===== src/rtl/regfile_write_arbiter.sv =====
// Round-robin arbiter sharing the register-file write port between
// writeback sources, with a registered port and a contention counter.
module regfile_write_arbiter #(
  parameter int NUM_REQ = 3,
  parameter int ADDR_W  = 5,
  parameter int DATA_W  = 32,
  parameter int CNT_W   = 16
) (
  input  logic                      clock,
  input  logic                      reset_n,
  input  logic [NUM_REQ-1:0]        req_valid,
  input  logic [NUM_REQ*ADDR_W-1:0] req_reg,
  input  logic [NUM_REQ*DATA_W-1:0] req_data,
  output logic [NUM_REQ-1:0]        req_ready,
  input  logic                      freeze,
  output logic                      RegWrite,
  output logic [ADDR_W-1:0]         write_reg,
  output logic [DATA_W-1:0]         write_data,
  output logic [2:0]                grant_id,
  output logic [CNT_W-1:0]          contention
);

  localparam int PW = $clog2(NUM_REQ);
  localparam logic [PW:0] NREQ = (PW+1)'(NUM_REQ);
  localparam logic [PW-1:0] LAST = PW'(NUM_REQ - 1);

  logic [PW-1:0]          rr_ptr;
  logic [2*NUM_REQ-1:0]   dbl;
  logic [NUM_REQ-1:0]     rot;
  logic                   found;
  logic [PW:0]            off;
  logic [PW:0]            sum;
  logic [PW-1:0]          gnt_idx;
  logic [ADDR_W-1:0]      sel_reg;
  logic [DATA_W-1:0]      sel_data;
  logic                   stall;

  // Rotate valids so rr_ptr sits at bit 0, then take the first set bit.
  always_comb begin
    dbl   = {req_valid, req_valid} >> rr_ptr;
    rot   = dbl[NUM_REQ-1:0];
    found = 1'b0;
    off   = '0;
    if (!freeze) begin
      for (int k = 0; k < NUM_REQ; k++) begin
        if (!found && rot[k]) begin
          found = 1'b1;
          off   = k[PW:0];
        end
      end
    end
    sum = {1'b0, rr_ptr} + off;
    if (sum >= NREQ) begin
      sum = sum - NREQ;
    end
    gnt_idx = sum[PW-1:0];
  end

  always_comb begin
    req_ready = '0;
    sel_reg   = '0;
    sel_data  = '0;
    for (int j = 0; j < NUM_REQ; j++) begin
      req_ready[j] = found && (gnt_idx == j[PW-1:0]);
      if (found && (gnt_idx == j[PW-1:0])) begin
        sel_reg  = req_reg[j*ADDR_W +: ADDR_W];
        sel_data = req_data[j*DATA_W +: DATA_W];
      end
    end
  end

  assign stall = |(req_valid & ~req_ready);

  always_ff @(posedge clock or negedge reset_n) begin
    if (!reset_n) begin
      rr_ptr     <= '0;
      RegWrite   <= 1'b0;
      write_reg  <= '0;
      write_data <= '0;
      grant_id   <= '0;
    end else if (found) begin
      rr_ptr     <= (gnt_idx == LAST) ? '0 : gnt_idx + 1'b1;
      RegWrite   <= (sel_reg != '0);
      write_reg  <= sel_reg;
      write_data <= sel_data;
      grant_id   <= 3'(gnt_idx);
    end else begin
      RegWrite   <= 1'b0;
    end
  end

  always_ff @(posedge clock or negedge reset_n) begin
    if (!reset_n) begin
      contention <= '0;
    end else if (stall && (contention != '1)) begin
      contention <= contention + 1'b1;
    end
  end

endmodule


===== config.mk =====
export PLATFORM = sky130hd
export DESIGN_NAME = regfile_write_arbiter
export DESIGN_NICKNAME = d
export VERILOG_FILES = /design/src/rtl/regfile_write_arbiter.sv
export SDC_FILE = /design/constraint.sdc
export NUM_CORES = 1
export LEC_CHECK = 0
export BUFFER_PORTS_ARGS = -buffer_cell sky130_fd_sc_hd__clkbuf_2
export CAP_MARGIN = 40
export CORE_ASPECT_RATIO = 0.7
export CORE_UTILIZATION = 45
export DETAILED_ROUTE_END_ITERATION = 8
export PLACE_DENSITY = 0.8
export SYNTH_ARGS = -nofsm -noshare
export SYNTH_HDL_FRONTEND = slang
export SYNTH_SLANG_ARGS = --single-unit

===== constraint.sdc =====
create_clock -name clock -period 5.2 [get_ports clock]
set_input_delay 1.04 -clock clock [delete_from_list [all_inputs] [get_ports clock]]
set_output_delay 1.04 -clock clock [all_outputs]
set_load 0.005 [all_outputs]

# Word level (Yosys, flattened, before mapping)
# Index checks and enable logic that the tools add are counted.
# op_classes
n_addsub	4
n_lt_le_gt_ge	1
n_eq_ne	3
shifts	1
n_mux	18
bitwise	2
reduce_logical	11
# ops
op	count
$mux 32	3
$add 16x1->16 const B	1
$ne 16x16->1 const B	1
$mux 5	3
$mux 1	8
$logic_and 1x1->1	6
$mux 3	2
$shr 6x2->3	1
$reduce_bool 5->1	1
$mux 2	2
$add 2x3->3	1
$and 3x3->3	1
$ge 3x2->1 const B	1
$not 3->3	1
$reduce_or 3->1	1
$add 2x1->2 const B	1
$eq 2x1->1 const B	1
$eq 2x2->1 const B	1
$logic_not 1->1	2
$logic_not 2->1	1
$sub 2x2->2 const B	1
# totals
register_bits	58
input_bits	117
output_inout_bits	60
elab_cells	46

# Depth between registers and ports, before layout
# depth
word_depth	21
depth_mapped	16

# Worst setup path before layout
# OpenSTA, ideal clock, no wires.
# synth_path
kind	input to output
from	input req_valid[2]
to	output req_ready[0]
arrival_time_ns	3.457
required_time_ns	4.160
slack_ns	0.703
cell_stages	10
cell_sequence	nor3b_1 > a21oi_1 > a21oi_1 > ha_1 > fa_1 > ha_1 > or3_4 > o21a_1 > clkbuf_1 > nor3_1
# synth_via
elab_chain_len	16
elab_cells_between_ends	20
# synth_lines
element	line_no	text
from (decl)	11	input logic [NUM_REQ-1:0] req_valid,
$shr 6x2->3 (*)	40	dbl = {req_valid, req_valid} >> rr_ptr;
$mux 1	46	if (!found && rot[k]) begin
$mux 1	44	if (!freeze) begin
$logic_not 1->1	46	
$logic_and 1x1->1	46	
$mux 1	46	
$mux 1	44	
$logic_not 1->1	46	
$logic_and 1x1->1	46	
$mux 3	46	
$mux 3	44	
$add 2x3->3	52	sum = {1'b0, rr_ptr} + off;
$ge 3x2->1 / $sub 2x2->2 (equally long branches)	53, 54	
$mux 2	53	if (sum >= NREQ) begin
$logic_not 2->1	64	req_ready[j] = found && (gnt_idx == j[PW-1:0]);
$logic_and 1x1->1 (*)	64	
to (decl)	14	output logic [NUM_REQ-1:0] req_ready,
# Mark *: on every way between the ends. The rest lies on a longest branch, timed or not. The select of a mux whose other input is x is not followed.

# Final worst setup path
# layout_path
from	input req_valid[0]
to	output req_ready[2]
# layout_via
elab_chain_len	16
elab_cells_between_ends	20
# layout_lines
element	line_no
$shr 6x2->3 (*)	40
$mux 1	46
$mux 1	44
$logic_not 1->1	46
$logic_and 1x1->1	46
$mux 1	46
$mux 1	44
$logic_not 1->1	46
$logic_and 1x1->1	46
$mux 3	46
$mux 3	44
$add 2x3->3	52
$ge 3x2->1 / $sub 2x2->2 (equally long branches)	53, 54
$mux 2	53
$eq 2x2->1	64
$logic_and 1x1->1 (*)	64
# Marks and branches as above.

==> results.py <==
metrics = {
    "routing": {
        "ant_nets": 0,
        "wirelength_um": 9540,
        "avgViaCountPerCell": 5.17,
        "wl_per_cell_um": 13.9,
        "vias": 3554,
        "firstDrtPassIters": 5,
        "drc_errors": 0,
        "drtIter0Drc": 206,
    },
    "synth": {
        "synth_seq_cells": 58,
        "synth_area_leaders": "dfrtp_1, nand2_1, a21oi_1, o21ai_0, xor2_1",
        "synth_top_family_by_area": "simple AND/OR/NAND/NOR gates",
        "ys_seq_area_frac": 0.432,
        "synth_top_area_share": 0.432,
        "syn_nets": 543,
        "synth.most_common_cell": "nand2_1",
        "synth_common_cells": "nand2_1, a21oi_1, dfrtp_1, o21ai_0, nor2_1",
        "synth_xor_area_frac": 0.0365,
        "synth-simple-area-share": 0.244,
        "synth_compound_gate_area_share": 0.209,
        "synth_top_area_cell": "dfrtp_1",
        "synthMuxAreaShare": 0.0186,
        "async_flop_share": 1.00,
        "yosys.area_share.adder": 0.0171,
        "synthDistinctLibCells": 47,
        "synth_ff_type": "dfrtp_1",
        "syn_area_per_cell_um2": 7.96,
        "ys.warnings.count": 0,
        "syn-cell-area_um2": 3360,
        "synth-edff-count": 0,
        "syn_inst": 422,
    },
    "sta": {
        "maxSlewHeadroom": 0.520,
        "slew_viol_final": 0,
        "period_needed_ps": 4870,
        "period_share": 0.937,
        "setup_viol": 0,
        "grt_setup_unrepaired": "no",
        "fin_skew_ps": 9.88,
        "finalSetupTns_ps": 0,
        "hold_viol": 0,
        "worst_pin_slew_ps": 721,
        "worst_slack_ps": 330,
        "max_freq_mhz": 205,
    },
    "grt": {
        "grt_pass1_vias": 3267,
        "grt_pass1_wl_um": 15500,
        "grt_max_degree": 72,
        "overflow": 0,
        "grt_usage": 0.253,
        "antenna_found_initial": 0,
    },
    "power_and_ir_drop": {
        "powerDensity_nw_per_um2": 688,
        "peakVddDrop_uv": 283,
        "p_leak_nw": 2.29,
        "finalPower_w": 0.00307,
    },
    "die": {
        "coreArea_um2": 6980,
        "dieArea_um2": 7820,
        "ios": 177,
        "start_util": 0.481,
        "row_count": 25,
        "die_h_um": 74.3,
        "die_x_um": 105,
    },
    "setup_path": {
        "rr_worst_depth": 15,
        "crit_arrival_ps": 3830,
        "crit_path_end": "req_ready[2]",
        "critPathMaxFanout": 11,
        "cp-startpoint": "req_valid[0]",
        "r2r-end": "write_reg[0]$_DFFE_PN0P_",
        "critPathKind": "in -> out",
        "cp.required_ps": 4160,
        "worst_setup_path_start_kind": "primary input",
        "r2r_slack_ps": 970,
        "r2r-start": "rr_ptr[1]$_DFFE_PN0P_",
        "endpoint_kind": "primary output",
    },
    "clock_tree": {
        "cts_hold_buf": 0,
        "cts_max_level": 3,
        "post_cts_resize_count": 0,
        "cts_buffer_depth": 2,
        "root_buffer": "clkbuf_8",
        "cts_sinks": 58,
        "insertion_delay_ps": 330,
        "clk_pin_slew_ps": 60,
        "cts_buffers": 9,
        "cts_tree": "yes",
        "postCtsSetupBuffers": 0,
    },
    "cells_and_area": {
        "filler_cell_count": 624,
        "antenna_cells": 0,
        "drive_gt1_frac": 0.349,
        "nNetsFinal": 710,
        "ff_latch_area_um2": 1450,
        "largest_register_ffs": 32,
        "multi_input_area_um2": 1770,
        "fin_util": 0.640,
        "area_delta_synth_final_pct": 32.9,
    },
    "worst_hold_path": {
        "hp-class": "reg -> reg",
    },
    "placed_design": {
        "dp_hpwl_um": 7210,
        "pre_cts_slack_ps": 304,
        "place.gp.congestion": 0.854,
        "io_buffers": 175,
    },
    "flow_run": {
        "drv_cap": 0,
    },
    "status": {
        "status": "finished clean",
    },
}
routing by layer:
metal  global-route usage  part of all wire  vias to the layer above  wire, µm
met4               0.0861             0.012                        0       118
met3               0.0657             0.076                       12       723
met2                0.433              0.48                      153      4550
li1                     -                 -                     1782         -
met5                    0                 0                        -         0
met1                0.318              0.43                     1607      4140
final cells by class:
class | instances | share of cell area
multi-input cells | 335 | 0.397
flip-flops and latches | 58 | 0.325
repair buffers | 182 | 0.208
clock buffers | 12 | 0.0325
well taps | 94 | 0.0263
clock inverters | 3 | 0.00897
inverters | 3 | 0.00252
through the flow:
step / hold slack, ps / instances / instance area [µm²]
3_5_place_dp: 469 / 672 / 4280
3_3_place_gp: 460 / 672 / 4280
5_1_grt: 500 / 687 / 4460
2_1_floorplan: 470 / 422 / 3360
6_report: 478 / 687 / 4460
4_1_cts: 483 / 687 / 4460
layout by cell type, fill, tap and decap left out, types with 3 or more instances in the layout:
| master | n |
|---|---|
| o21ai_1 | 4 |
| a21oi_1 | 76 |
| xor2_1 | 11 |
| xnor2_1 | 3 |
| nor3_2 | 3 |
| o21ai_0 | 39 |
| ha_1 | 3 |
| dfrtp_1 | 58 |
| buf_4 | 7 |
| clkbuf_2 | 175 |
| or3_1 | 3 |
| nor3_1 | 7 |
| mux2i_1 | 4 |
| inv_1 | 3 |
| nor4_1 | 4 |
| nand3_1 | 5 |
| nor2_1 | 17 |
| nand2_1 | 120 |
| clkbuf_8 | 10 |
critical path, cell delays in order:
cell and delay, ps:
clkbuf_2 140, inv_1 80, nor4b_1 250, a21oi_1 80, nor2_1 110, a31oi_1 50
nor2_1 140, fa_1 520, ha_1 340, or4b_4 600, nand2_2 240, nor3_1 90
clkbuf_2 150
kinds of logic after synthesis:
| group | after synthesis |
|---|---|
| fa+ha+maj | 4 |
| flops | 58 |
| compound gates | 131 |
| simple gates | 179 |
| buf+inv | 29 |
| mux | 6 |
| other cells | 1 |
| xor+xnor | 14 |
worst min path at each step:
stage	startpoint	to	slack, ps	depth (start not counted)
after floorplan	write_reg[2]$_DFFE_PN0P_	write_reg[2]$_DFFE_PN0P_	470	2
after global placement	write_reg[2]$_DFFE_PN0P_	write_reg[2]$_DFFE_PN0P_	460	2
after detailed placement	write_data[7]$_DFFE_PN0P_	write_data[7]$_DFFE_PN0P_	470	2
after CTS	write_data[7]$_DFFE_PN0P_	write_data[7]$_DFFE_PN0P_	480	2
after global routing	write_data[21]$_DFFE_PN0P_	write_data[21]$_DFFE_PN0P_	500	2
final	write_data[7]$_DFFE_PN0P_	write_data[7]$_DFFE_PN0P_	480	2
report_power, final:
group,switching (W),leakage (nW),internal (W),total (W)
logic,0.00112,1.49,0.000732,0.00185
registers,0.000157,0.703,0.000664,0.000821
clock network,0.000166,0.0962,0.000230,0.000397
Note: power is estimated with default switching activity, not from simulation.
